`src/rtl/instr_sequencer.sv`:
```
// Instruction store, playback FSM and step timer: saves up to DEPTH instructions and replays them in order.
// Each instruction is held for STEP_CYCLES clocks. Define SEQ_PAUSE_EN to add the pause input and the PAUSED state.
module instr_sequencer #(
  parameter int DATA_W      = 4,
  parameter int DEPTH       = 8,
  parameter int STEP_CYCLES = 50000000
) (
  input  logic                       clk,
  input  logic                       rst_n,
  input  logic                       save,
  input  logic                       execute,
  input  logic                       clear,
  input  logic                       del,
  input  logic                       loop_mode,
`ifdef SEQ_PAUSE_EN
  input  logic                       pause,
`endif
  input  logic [DATA_W-1:0]          data_in,
  output logic [DATA_W-1:0]          data_out,
  output logic                       active,
  output logic                       done,
  output logic [$clog2(DEPTH)-1:0]   step_idx,
  output logic [$clog2(DEPTH):0]     count,
  output logic                       empty,
  output logic                       full
);

  localparam int IW = $clog2(DEPTH);
  localparam int CW = IW + 1;
  localparam int TW = $clog2(STEP_CYCLES + 1);
  localparam logic [TW-1:0] TERM = TW'(STEP_CYCLES - 1);

`ifdef SEQ_PAUSE_EN
  typedef enum logic [1:0] {S_IDLE = 2'd0, S_RUN = 2'd1, S_PAUSED = 2'd2} state_t;
`else
  typedef enum logic [1:0] {S_IDLE = 2'd0, S_RUN = 2'd1} state_t;
`endif

  state_t            state, state_nxt;
  logic [CW-1:0]     count_nxt;
  logic [IW-1:0]     step_nxt;
  logic [TW-1:0]     timer, timer_nxt;
  logic              done_nxt;
  logic              mem_we;
  logic [CW-1:0]     last_idx;
  logic              is_last;
  logic [DATA_W-1:0] mem [DEPTH];

  assign empty    = (count == '0);
  assign full     = (count == CW'(DEPTH));
  assign last_idx = count - 1'b1;
  assign is_last  = ({1'b0, step_idx} == last_idx);
  assign active   = (state != S_IDLE);
  // The program cannot change outside IDLE, so reading memory directly is stable during playback.
  assign data_out = (state == S_IDLE) ? '0 : mem[step_idx];

  always_comb begin
    state_nxt = state;
    count_nxt = count;
    step_nxt  = step_idx;
    timer_nxt = timer;
    done_nxt  = 1'b0;
    mem_we    = 1'b0;
    case (state)
      S_IDLE: begin
        if (clear) begin
          count_nxt = '0;
        end else if (del) begin
          if (!empty) count_nxt = count - 1'b1;
        end else if (save) begin
          if (!full) begin
            mem_we    = 1'b1;
            count_nxt = count + 1'b1;
          end
        end else if (execute && !empty) begin
          state_nxt = S_RUN;
          step_nxt  = '0;
          timer_nxt = '0;
        end
      end
      S_RUN: begin
        if (execute) begin
          state_nxt = S_IDLE;
          step_nxt  = '0;
          timer_nxt = '0;
`ifdef SEQ_PAUSE_EN
        end else if (pause) begin
          state_nxt = S_PAUSED;
`endif
        end else if (timer == TERM) begin
          timer_nxt = '0;
          if (!is_last) begin
            step_nxt = step_idx + 1'b1;
          end else if (loop_mode) begin
            step_nxt = '0;
          end else begin
            state_nxt = S_IDLE;
            step_nxt  = '0;
            done_nxt  = 1'b1;
          end
        end else begin
          timer_nxt = timer + 1'b1;
        end
      end
`ifdef SEQ_PAUSE_EN
      // Timer, step and output are simply left untouched while paused.
      S_PAUSED: begin
        if (execute) begin
          state_nxt = S_IDLE;
          step_nxt  = '0;
          timer_nxt = '0;
        end else if (pause) begin
          state_nxt = S_RUN;
        end
      end
`endif
      default: state_nxt = S_IDLE;
    endcase
  end

  always_ff @(posedge clk or negedge rst_n) begin
    if (!rst_n) begin
      state    <= S_IDLE;
      count    <= '0;
      step_idx <= '0;
      timer    <= '0;
      done     <= 1'b0;
    end else begin
      state    <= state_nxt;
      count    <= count_nxt;
      step_idx <= step_nxt;
      timer    <= timer_nxt;
      done     <= done_nxt;
    end
  end

  always_ff @(posedge clk) begin
    if (mem_we) mem[count[IW-1:0]] <= data_in;
  end

endmodule
```
`config.mk`:
```
export PLATFORM = sky130hd
export DESIGN_NAME = instr_sequencer
export DESIGN_NICKNAME = d
export VERILOG_FILES = /design/src/rtl/instr_sequencer.sv
export SDC_FILE = /design/constraint.sdc
export NUM_CORES = 1
export LEC_CHECK = 0
export ABC_AREA = 0
export CORE_ASPECT_RATIO = 1.75
export CORE_MARGIN = 10
export CORE_UTILIZATION = 29
export CTS_CLUSTER_DIAMETER = 100
export DETAILED_ROUTE_END_ITERATION = 6
export DONT_BUFFER_PORTS = 1
export GPL_TIMING_DRIVEN = 0
export PLACE_DENSITY = 0.49
export SYNTH_ARGS = -nofsm -noshare
export SYNTH_HDL_FRONTEND = slang
export SYNTH_SLANG_ARGS = --single-unit
```
`constraint.sdc`:
```
create_clock -name clk -period 3.66 [get_ports clk]
set_input_delay 0.366 -clock clk [delete_from_list [all_inputs] [get_ports clk]]
set_output_delay 0.366 -clock clk [all_outputs]
set_load 0.05 [all_outputs]
```
==> After elaboration in Yosys (flattened, before gate mapping) <==
Memories as Yosys holds them, arrays and structs flattened.
Cells that the tools add are included.
Widths: inputs -> output; s select.
{ "word_totals": {"word_cells": 76, "regBits": 36, "latch_bits": 0, "ramBits": 32, "out_inout_bits": 15, "mem_bits_ro": 0, "n_memories": 1, "input_bits": 11} }
{ "classes": {"n_bitwise": 0, "shift": 0, "addsub": 4, "div_mod_pow": 0, "eq_ne": 13, "mul": 0, "magnitude_cmp": 0, "muxes": 42, "n_reduce_logical": 11} }
{ "memory_table": {"columns": ["name", "words", "width", "rd", "rd_clocked_by_memory_dff", "write_ports", "line_no", "rtl"], "rows": [
  ["mem", 8, 4, 1, 0, 1, "47", "logic [DATA_W-1:0] mem [DEPTH];"]
]} }
{ "op_table": {"columns": ["op", "n"], "rows": [
  ["$mux 26", 6],
  ["$pmux 26 s2", 1],
  ["$add 26x1->26 const B", 1],
  ["$eq 26x26->1 const B", 1],
  ["$mux 4", 6],
  ["$mux 3", 7],
  ["$mux 2", 8],
  ["$ne 3x3->1 const B", 5],
  ["$mux 1", 12],
  ["$reduce_and 7->1", 1],
  ["$ne 2x2->1 const B", 3],
  ["$pmux 3 s2", 1],
  ["$reduce_and 6->1", 1],
  ["$reduce_and 5->1", 1],
  ["$add 4x1->4 const B", 1],
  ["$eq 3x4->1", 1],
  ["$eq 4x4->1 const B", 1],
  ["$logic_not 4->1", 1],
  ["$pmux 2 s2", 1],
  ["$reduce_and 4->1", 1],
  ["$reduce_bool 2->1", 2],
  ["$sub 4x1->4 const B", 1],
  ["$add 3x1->3 const B", 1],
  ["$reduce_bool 3->1", 1],
  ["5 further kinds", 5]
]} }

==> Depth between registers and ports, before layout <==
Gate-level depths: netlist of the first run.
{ "logic_depth": {"depth_word": 8, "depth_mapped": 9, "depth_no_buf": 8} }

==> Worst setup path before layout of the first run <==
OpenSTA, ideal clock, no wires.
{ "synth_timing": {"path_type": "register to register", "from": "register count[0]", "to": "memory mem[1][0], enable pin", "stages_incl_launch_ff": 8, "path_buffers": 1, "arrival_time_ns": 2.478, "synth_period_minus_slack_ns": 2.839, "slack_ns": 0.821, "t_required_ns": 3.299, "setup_time_ns": 0.361, "cell_sequence": "dfrtp_1 clkbuf_1 inv_1 ha_1 and3b_1 nor3_1 nand3_1 nor3_1"} }
{ "synth_via": {"elab_chain_cells": 8} }
{ "synth_lines": {"columns": ["element", "line_no", "rtl"], "rows": [
  ["from (decl)", "23", "output logic [$clog2(DEPTH):0] count,"],
  ["from (signal assigned)", "130", "count <= count_nxt;"],
  ["$eq 4x4->1", "50", "assign full = (count == CW'(DEPTH));"],
  ["via full", "25", "output logic full"],
  ["$mux 1", "71", "if (!full) begin"],
  ["$mux 1", "70", "end else if (save) begin"],
  ["$mux 1", "68", "end else if (del) begin"],
  ["$mux 1", "66", "if (clear) begin"],
  ["$mux 1", "64", "case (state)"],
  ["$mux 1", "138", "if (mem_we) mem[count[IW-1:0]] <= data_in;"],
  ["$mux 1 (implied by the code)", "138", null],
  ["to (decl)", "47", null]
]} }
The timed path passes the listed nets, and every way through them passes these cells.

==> Worst setup path in the final report of the first run <==
{ "layout_timing": {"from": "register count[1]", "to": "memory mem[5][1], enable pin"} }
Same word-level chain as after synthesis.

==> impl_table.tex, run 1 <==
\begin{tabular}{lr}
\hline
Metric & Value \\
\hline
\multicolumn{2}{l}{\textbf{Placement}} \\
Routability congestion estimate from global placement & between 0.8 and 0.9 \\
Final HPWL DP & just under 6000 um \\
Total of buffers placed on input and output ports & 0 \\
Worst setup slack before clock tree synthesis & 0.156 ns \\
\multicolumn{2}{l}{\textbf{Logic synthesis}} \\
Total of flip-flops plus latches after synthesis & between 60 and 70 \\
Synth Instances & 285 \\
Synth warnings & 0 \\
Synth Area in Compound Gates & about 7.5\% \\
Post-synth ARST share & about 52\% \\
XOR/XNOR share of the synthesized area & 6.10\% \\
Count of unique library cells instantiated by Yosys & 51 \\
Most frequently used flop master after synthesis & sky130\_fd\_sc\_hd\_\_dfrtp\_1 \\
Cell accounting for the most synthesized area & sky130\_fd\_sc\_hd\_\_edfxtp\_1 \\
Synthesized-area fraction occupied by and/or/nand/nor cells & between 10\% and 20\% \\
Mapped Avg Cell Area & around 12 um2 \\
Share of the yosys chip area belonging to registers & 55.6\% \\
Post-synthesis adder-cell area fraction & under 10\% \\
Top post-synthesis cells by area & sky130\_fd\_sc\_hd\_\_edfxtp\_1 29\%, sky130\_fd\_sc\_hd\_\_dfrtp\_1 27\%, sky130\_fd\_sc\_hd\_\_mux4\_2 5.5\% \\
Post-Synthesis Net Count & 300 \\
Post-synth top area share & around 29\% \\
Total standard cell area after synthesis & 3300 um2 \\
Main combinational cell family by area after synthesis & simple AND/OR/NAND/NOR gates \\
Fraction of synthesized area in multiplexers & 6.66\% \\
Number of flops mapped to enable cells by yosys & 32 \\
\multicolumn{2}{l}{\textbf{STA}} \\
Final count of negative-setup-slack endpoints & 0 \\
Share of the clock period used by the worst path after layout & 89.9\% \\
Unrepaired setup endpoints after global routing & false \\
Setup TNS & 0 ns \\
Minimum period implied by the final worst setup slack & about 3.3 ns \\
Fin Clk Skew & 0.00703 ns \\
Worst slew slack as a fraction of its limit & between 30 and 40\% \\
Worst-Margin Slew & just over 1 ns \\
Final worst slack & approximately 0.37 ns \\
Final Hold Viols & 0 \\
Count of final max-slew check failures & 0 \\
Peak Freq & 304 MHz \\
\multicolumn{2}{l}{\textbf{Cells and area}} \\
Number of nets in the final layout & $\sim$310 \\
Count of antenna diodes in the layout & 0 \\
Fraction of final layout cells sized beyond drive strength 1 & between 10\% and 20\% \\
Layout fillers & roughly 1,100 \\
Post-layout util & about 34\% \\
Area growth from synthesis to layout & 15.4\% \\
\multicolumn{2}{l}{\textbf{Worst hold path}} \\
Cell depth of the worst hold path & 0 \\
Source of the worst hold timing path & data\_in[0] \\
Endpoint, Worst Hold & mem[5][0] \\
Kind of path behind the tightest hold check & input port to flop \\
\multicolumn{2}{l}{\textbf{GRT}} \\
GRT overflow & 0 \\
Vias in the first global route & $\sim$2,300 \\
Maximum number of pins on one net before global-route repair & 36 \\
Initial antenna violation count & 0 \\
Global-route wire length before repair & between 10,000 and 15,000 um \\
Total track usage & 9.95\% \\
\multicolumn{2}{l}{\textbf{Worst setup path}} \\
Buffer and inverter count on the worst path & 2 \\
Critical path, cell by cell & clkbuf\_1, inv\_1, ha\_1, and3b\_1, nor3\_1, nand3\_1, nor2\_1 \\
Sort of element at the end of the critical path & flop \\
Startpoint kind of the worst setup timing path & flop \\
Startpoint of the most critical register-to-register path & count[1] \\
Number of cells traversed by the worst register-to-register path & 7 \\
Critical path type & flop to flop \\
Worst EP required & between 3 and 4 ns \\
Reg2reg end & mem[5][1] \\
Slowest stage delay, CP & roughly 0.67 ns \\
Minimum setup slack among reg-to-reg paths & roughly 0.37 ns \\
Family of cells with the greatest summed delay on the critical path & simple AND/OR/NAND/NOR gates \\
Crit-path slowest cell & sky130\_fd\_sc\_hd\_\_dfrtp\_1 \\
Worst EP arrival & roughly 3.3 ns \\
Stages on worst setup path & 7 \\
Crit path max fanout & 10 \\
\multicolumn{2}{l}{\textbf{Clock tree}} \\
Clock sinks & 67 \\
CTS root buf & sky130\_fd\_sc\_hd\_\_clkbuf\_16 \\
Clock insertion delay at the later pin of the skew report & approximately 0.33 ns \\
CTS Buf Count & 9 \\
H-tree level count & 3 \\
Clock Path Buffers & 2 \\
CTS tree & done \\
Register clock-pin slew on the reported worst setup and hold paths & 0.06 ns \\
\multicolumn{2}{l}{\textbf{Floorplanning}} \\
Vertical die dimension & around 160 um \\
Starting Density & roughly 30\% \\
Die boundary width & 101 um \\
Placeable core area & approximately 11,000 um2 \\
Area enclosed by the die boundary & around 16,000 um2 \\
Ports & 26 \\
Number of standard-cell rows in the floorplan & between 50 and 60 \\
\multicolumn{2}{l}{\textbf{Route}} \\
Drc violations & 0 \\
Final wirelength & between 7000 and 8000 um \\
Initial DRT Pass Iterations & 4 \\
Violation count after the first detailed-routing iteration & 58 \\
Overall via count from detail\_route & around 2,200 \\
Number of antenna-violating nets in the routed design & 0 \\
Vias per cell & around 5.1 \\
Post-DR wirelength/cell & 17.8 um \\
\multicolumn{2}{l}{\textbf{Pwr}} \\
Static Leakage & between 1 and 1.5 nW \\
Peak supply drop & 0.000306 V \\
Cell area power density & about 620 nW/um2 \\
\multicolumn{2}{l}{\textbf{Status}} \\
Run status & completed \\
\multicolumn{2}{l}{\textbf{Run}} \\
Max-cap violation count & 0 \\
\hline
\end{tabular}
-- logic make-up after synthesis --
| kind of cell | Yosys count |
|---|---|
| XOR/XNOR | 23 |
| multiplexers | 12 |
| AND/OR/NAND/NOR | 124 |
| adder cells (fa/ha/maj) | 4 |
| buffers and inverters | 20 |
| AO/OA/AOI/OAI | 35 |
| flip-flops | 67 |
-- timing repair --
item	4_1_cts	5_1_grt
endpoints found under the setup margin	0	8
buffers inserted	0	0
endpoints found under the hold margin	35	0
hold buffers	2	0
gates resized for setup	0	2
-- per-stage QoR --
stage,power (mW),hold slack [ns],cell area (um2),instances
CTS,2.40,0.120,3800,435
global route,2.50,0.115,3810,435
floorplan,1.40,0.0704,3300,285
finish,2.37,0.129,3810,435
detailed placement,1.53,0.0723,3470,417
global placement,1.52,0.0723,3470,417
-- cell type report --
cell class / instances / area (um2) / share of cell area (%)
multi-input cells: 198 / 1380 / 36.3
well taps: 132 / 165 / 4.33
clock inverters: 1 / 5.00 / 0.131
inverters: 8 / 30.0 / 0.787
clock buffers: 15 / 299 / 7.84
repair buffers: 2 / 30.0 / 0.787
flip-flops and latches: 67 / 1840 / 48.2
plain buffers: 12 / 65.1 / 1.71
-- worst max-delay path by stage --
stage,start,endpoint,slack (ns)
final,count[1],mem[5][1],0.37
after global routing,count[1],mem[5][1],0.07
after CTS,count[0],mem[1][1],0.13
after detailed placement,count[0],mem[1][1],0.16
after global placement,count[0],mem[1][2],0.20
after floorplan,count[0],mem[1][0],0.82
-- cells in the mapped netlist (2+ instances only) --
cell type / instances
sky130_fd_sc_hd__dfrtp_1: 35
sky130_fd_sc_hd__nor2_1: 33
sky130_fd_sc_hd__edfxtp_1: 32
sky130_fd_sc_hd__nand2_1: 28
sky130_fd_sc_hd__xor2_1: 14
sky130_fd_sc_hd__nand3_1: 12
sky130_fd_sc_hd__o21ai_0: 11
sky130_fd_sc_hd__nand4_1: 10
sky130_fd_sc_hd__xnor2_1: 9
sky130_fd_sc_hd__inv_1: 8
sky130_fd_sc_hd__mux4_2: 8
sky130_fd_sc_hd__clkbuf_1: 7
sky130_fd_sc_hd__nor3_1: 7
sky130_fd_sc_hd__nor4_1: 7
sky130_fd_sc_hd__or3_1: 5
sky130_fd_sc_hd__a21boi_0: 4
sky130_fd_sc_hd__a21oi_1: 4
sky130_fd_sc_hd__ha_1: 4
sky130_fd_sc_hd__mux2i_1: 4
sky130_fd_sc_hd__nor2b_1: 4
sky130_fd_sc_hd__o22ai_1: 3
sky130_fd_sc_hd__and3_2: 2
sky130_fd_sc_hd__and4_1: 2
sky130_fd_sc_hd__buf_6: 2
sky130_fd_sc_hd__nand2b_1: 2
sky130_fd_sc_hd__nor4b_1: 2
sky130_fd_sc_hd__nor4bb_1: 2
-- per-layer routing --
layer  vias to the layer above  global-route usage [%]  wire, um
li1                       1079                       -         -
met1                      1076                    8.99      2660
met2                        33                    18.4      4370
met3                        13                    4.19       572
met4                         0                    4.19       144
met5                         -                       0         0
-- cells in the final DEF (no fill, tap or decap), types with 7 or more instances in the layout --
master,n
sky130_fd_sc_hd__clkbuf_16,10
sky130_fd_sc_hd__dfrtp_1,35
sky130_fd_sc_hd__edfxtp_1,32
sky130_fd_sc_hd__inv_1,8
sky130_fd_sc_hd__nand3_1,12
sky130_fd_sc_hd__nand4_1,10
sky130_fd_sc_hd__nor2_1,33
sky130_fd_sc_hd__clkbuf_1,9
sky130_fd_sc_hd__xor2_1,14
sky130_fd_sc_hd__mux4_2,8
sky130_fd_sc_hd__xnor2_1,9
sky130_fd_sc_hd__nand2_1,28
sky130_fd_sc_hd__nor4_1,7
sky130_fd_sc_hd__o21ai_0,11
-- registers in the layout (all words and copies together) (netlist names) --
| register | flops |
|---|---|
| state | 1 |
| done | 1 |
| count | 4 |
| mem | 32 |
| step_idx | 3 |
| timer | 26 |
-- power by group --
group          switching [mW]  internal [mW]  total [mW]
sequential              0.144          0.838       0.982
combinational           0.357          0.177       0.534
clock                   0.301          0.554       0.855
total                   0.802           1.57        2.37
Note: power is estimated with default switching activity, not from simulation.
==> inputs of run 2 (changes only) <==
Settings changed: PLACE_DENSITY 0.49 to unset, PLACE_DENSITY_LB_ADDON set to 0.25.
==> run 2 against run 1 <==
Effect of this change:
- global-route usage decreased by 0.089 points
- critical path depth unchanged
- count of clock-buffer cells in the layout unchanged
- fmax decreased by 0.74%
- routed wire length decreased by 0.70%
- worst setup slack got worse by 0.025 ns
- register-to-register slack got worse by 0.02 ns
- sequential share of layout area unchanged
- cell area unchanged
- die area unchanged
- sequential cell count unchanged
- total power decreased by 0.18%
==> impl_table.tex, run 2 (synthesis gave the netlist of run 1 again) <==
\begin{tabular}{lr}
\hline
Metric & Value \\
\hline
\multicolumn{2}{l}{\textbf{Route}} \\
Final wirelength & 7690 um (-0.70\%) \\
Number of antenna-violating nets in the routed design & 0 (unchanged) \\
Violation count after the first detailed-routing iteration & 97 (+67\%) \\
Initial DRT Pass Iterations & 4 (unchanged) \\
Post-DR wirelength/cell & 17.7 um (-0.70\%) \\
Vias per cell & 5.08 (+0.36\%) \\
Drc violations & 0 (unchanged) \\
Overall via count from detail\_route & 2,209 (+0.36\%) \\
\multicolumn{2}{l}{\textbf{Cells and area}} \\
Count of antenna diodes in the layout & 0 (unchanged) \\
Post-layout util & 34.2\% (unchanged) \\
Fraction of final layout cells sized beyond drive strength 1 & 12.9\% (unchanged) \\
Area growth from synthesis to layout & 15.4\% (unchanged) \\
Post-route cell area & 3810 um2 (unchanged) \\
Max reg flops & 32 (unchanged) \\
Commonest cells after routing, fill and taps aside & 35 x sky130\_fd\_sc\_hd\_\_dfrtp\_1, 33 x sky130\_fd\_sc\_hd\_\_nor2\_1, 32 x sky130\_fd\_sc\_hd\_\_edfxtp\_1, 28 x sky130\_fd\_sc\_hd\_\_nand2\_1, 14 x sky130\_fd\_sc\_hd\_\_xor2\_1 \\
Final cell count without fillers & 435 (unchanged) \\
Most frequent standard cell in the layout excluding fill and tap cells & sky130\_fd\_sc\_hd\_\_dfrtp\_1 \\
Number of nets in the final layout & 313 (unchanged) \\
\multicolumn{2}{l}{\textbf{Floorplanning}} \\
Number of standard-cell rows in the floorplan & 51 (unchanged) \\
Area enclosed by the die boundary & 16,200 um2 (unchanged) \\
Die boundary width & 101 um (unchanged) \\
Starting Density & 29.6\% (unchanged) \\
Placeable core area & 11,200 um2 (unchanged) \\
Ports & 26 (unchanged) \\
Vertical die dimension & 161 um (unchanged) \\
\multicolumn{2}{l}{\textbf{GRT}} \\
Initial antenna violation count & 0 (unchanged) \\
Global-route wire length before repair & 12,300 um (+0.51\%) \\
Total track usage & 9.86\% (-0.089 points) \\
GRT overflow & 0 (unchanged) \\
Maximum number of pins on one net before global-route repair & 36 (unchanged) \\
Vias in the first global route & 2,335 (+1.5\%) \\
\multicolumn{2}{l}{\textbf{Clock tree}} \\
CTS tree & done \\
Clock sinks & 67 (unchanged) \\
Clock Path Buffers & 2 (unchanged) \\
Number of buffers inserted by post-CTS setup repair & 0 (unchanged) \\
CTS Buf Count & 9 (unchanged) \\
Register clock-pin slew on the reported worst setup and hold paths & 0.05 ns (about the same) \\
H-tree level count & 3 (unchanged) \\
Clock insertion delay at the later pin of the skew report & 0.33 ns (about the same) \\
CTS root buf & sky130\_fd\_sc\_hd\_\_clkbuf\_16 \\
\multicolumn{2}{l}{\textbf{STA}} \\
Share of the clock period used by the worst path after layout & 90.5\% (+0.67 points) \\
Final Hold Viols & 0 (unchanged) \\
Minimum period implied by the final worst setup slack & 3.31 ns (+0.0245 ns) \\
Final count of negative-setup-slack endpoints & 0 (unchanged) \\
Final worst slack & 0.347 ns (-0.0245 ns) \\
Worst slew slack as a fraction of its limit & 31.3\% (+0.68 points) \\
Count of final max-slew check failures & 0 (unchanged) \\
Unrepaired setup endpoints after global routing & false \\
Fin Clk Skew & 0.00501 ns (-0.00202 ns) \\
Peak Freq & 302 MHz (-0.74\%) \\
Setup TNS & 0 ns (unchanged) \\
Worst hold margin & 0.132 ns (+0.00368 ns) \\
Worst-Margin Slew & 1.03 ns (-0.0102 ns) \\
\multicolumn{2}{l}{\textbf{Worst hold path}} \\
Kind of path behind the tightest hold check & input port to flop \\
\multicolumn{2}{l}{\textbf{Worst setup path}} \\
Sort of element at the end of the critical path & flop \\
Family of cells with the greatest summed delay on the critical path & simple AND/OR/NAND/NOR gates \\
Crit path max fanout & 9 (-1) \\
Crit-path slowest cell & sky130\_fd\_sc\_hd\_\_dfrtp\_1 \\
Startpoint kind of the worst setup timing path & flop \\
Worst EP required & 3.64 ns (about the same) \\
Critical path type & flop to flop \\
Buffer and inverter count on the worst path & 2 (unchanged) \\
Critical path, cell by cell & clkbuf\_1, inv\_1, ha\_1, and3b\_1, nor3\_1, nand3\_1, nor3\_2 \\
Worst EP arrival & 3.30 ns (+0.03 ns) \\
Slowest stage delay, CP & 0.66 ns (about the same) \\
\multicolumn{2}{l}{\textbf{Placement}} \\
Final HPWL DP & 5910 um (+0.53\%) \\
Cell area after placement & 3470 um2 (unchanged) \\
Total of buffers placed on input and output ports & 0 (unchanged) \\
Worst setup slack before clock tree synthesis & 0.141 ns (-0.0145 ns) \\
Routability congestion estimate from global placement & 0.780 (-4.1\%) \\
Cell total after placement & 417 (unchanged) \\
\multicolumn{2}{l}{\textbf{Status}} \\
Run status & completed \\
\multicolumn{2}{l}{\textbf{Pwr}} \\
Peak supply drop & 0.000271 V (-11\%) \\
Cell area power density & 621 nW/um2 (-0.18\%) \\
Static Leakage & 1.42 nW (unchanged) \\
Total power draw & 2.37 mW (-0.18\%) \\
\multicolumn{2}{l}{\textbf{Run}} \\
Max-cap violation count & 0 (unchanged) \\
\hline
\end{tabular}
run 2: cell counts in the layout (fill, tap and decap cells not counted):
Identical to the previous run, type by type.
run 2: worst paths after layout:
check / from / to / slack (ns) / cells after the start
max in group asynchronous: rst_n / count[0] / 2.97 / 2
min in group asynchronous: rst_n / timer[16] / 0.48 / 2
min reg2reg: timer[0] / timer[0] / 0.52 / 1
max: count[0] / mem[1][1] / 0.35 / 7
max reg2reg: count[0] / mem[1][1] / 0.35 / 7
min: clear / count[3] / 0.13 / 1
run 2: routing by layer:
| metal | vias to the layer above | global-route usage [%] | routed length (um) |
|---|---|---|---|
| met3 | 11 | 3.80 | 525 |
| li1 | 1075 | - | - |
| met5 | - | 0 | 0 |
| met2 | 42 | 17.8 | 4310 |
| met4 | 0 | 4.65 | 153 |
| met1 | 1081 | 9.38 | 2700 |
run 2: worst register-to-register path: stages, from the launching register on:
cell and delay (ns):
sky130_fd_sc_hd__dfrtp_1 0.66, sky130_fd_sc_hd__clkbuf_1 0.40, sky130_fd_sc_hd__inv_1 0.15, sky130_fd_sc_hd__ha_1 0.29, sky130_fd_sc_hd__and3b_1 0.39, sky130_fd_sc_hd__nor3_1 0.45
sky130_fd_sc_hd__nand3_1 0.26, sky130_fd_sc_hd__nor3_2 0.37
run 2: repair_timing:
action | CTS | global route
gates resized for setup | 0 | 2
hold buffers | 2 | 0
endpoints found under the hold margin | 35 | 0
setup endpoints to repair | 0 | 8
run 2: area by class of cell:
type / instances / area [um2]
fillers: 1117 / 7350
flip-flops and latches: 67 / 1840
multi-input cells: 198 / 1380
clock buffers: 15 / 299
well taps: 132 / 165
plain buffers: 12 / 65.1
repair buffers: 2 / 30.0
inverters: 8 / 30.0
clock inverters: 1 / 5.00
run 2: report_power, final:
group          total [mW]  internal, mW  switching [mW]  leakage [nW]
Sequential          0.983         0.838           0.144         0.773
Clock               0.849         0.554           0.295         0.151
Combinational       0.536         0.177           0.359         0.498
==> inputs of run 3 (changes only) <==
Settings changed: HOLD_SLACK_MARGIN set to 0.02.
==> results of run 3 <==
No change in the layout: final DEF, timing and power equal those of run 2.
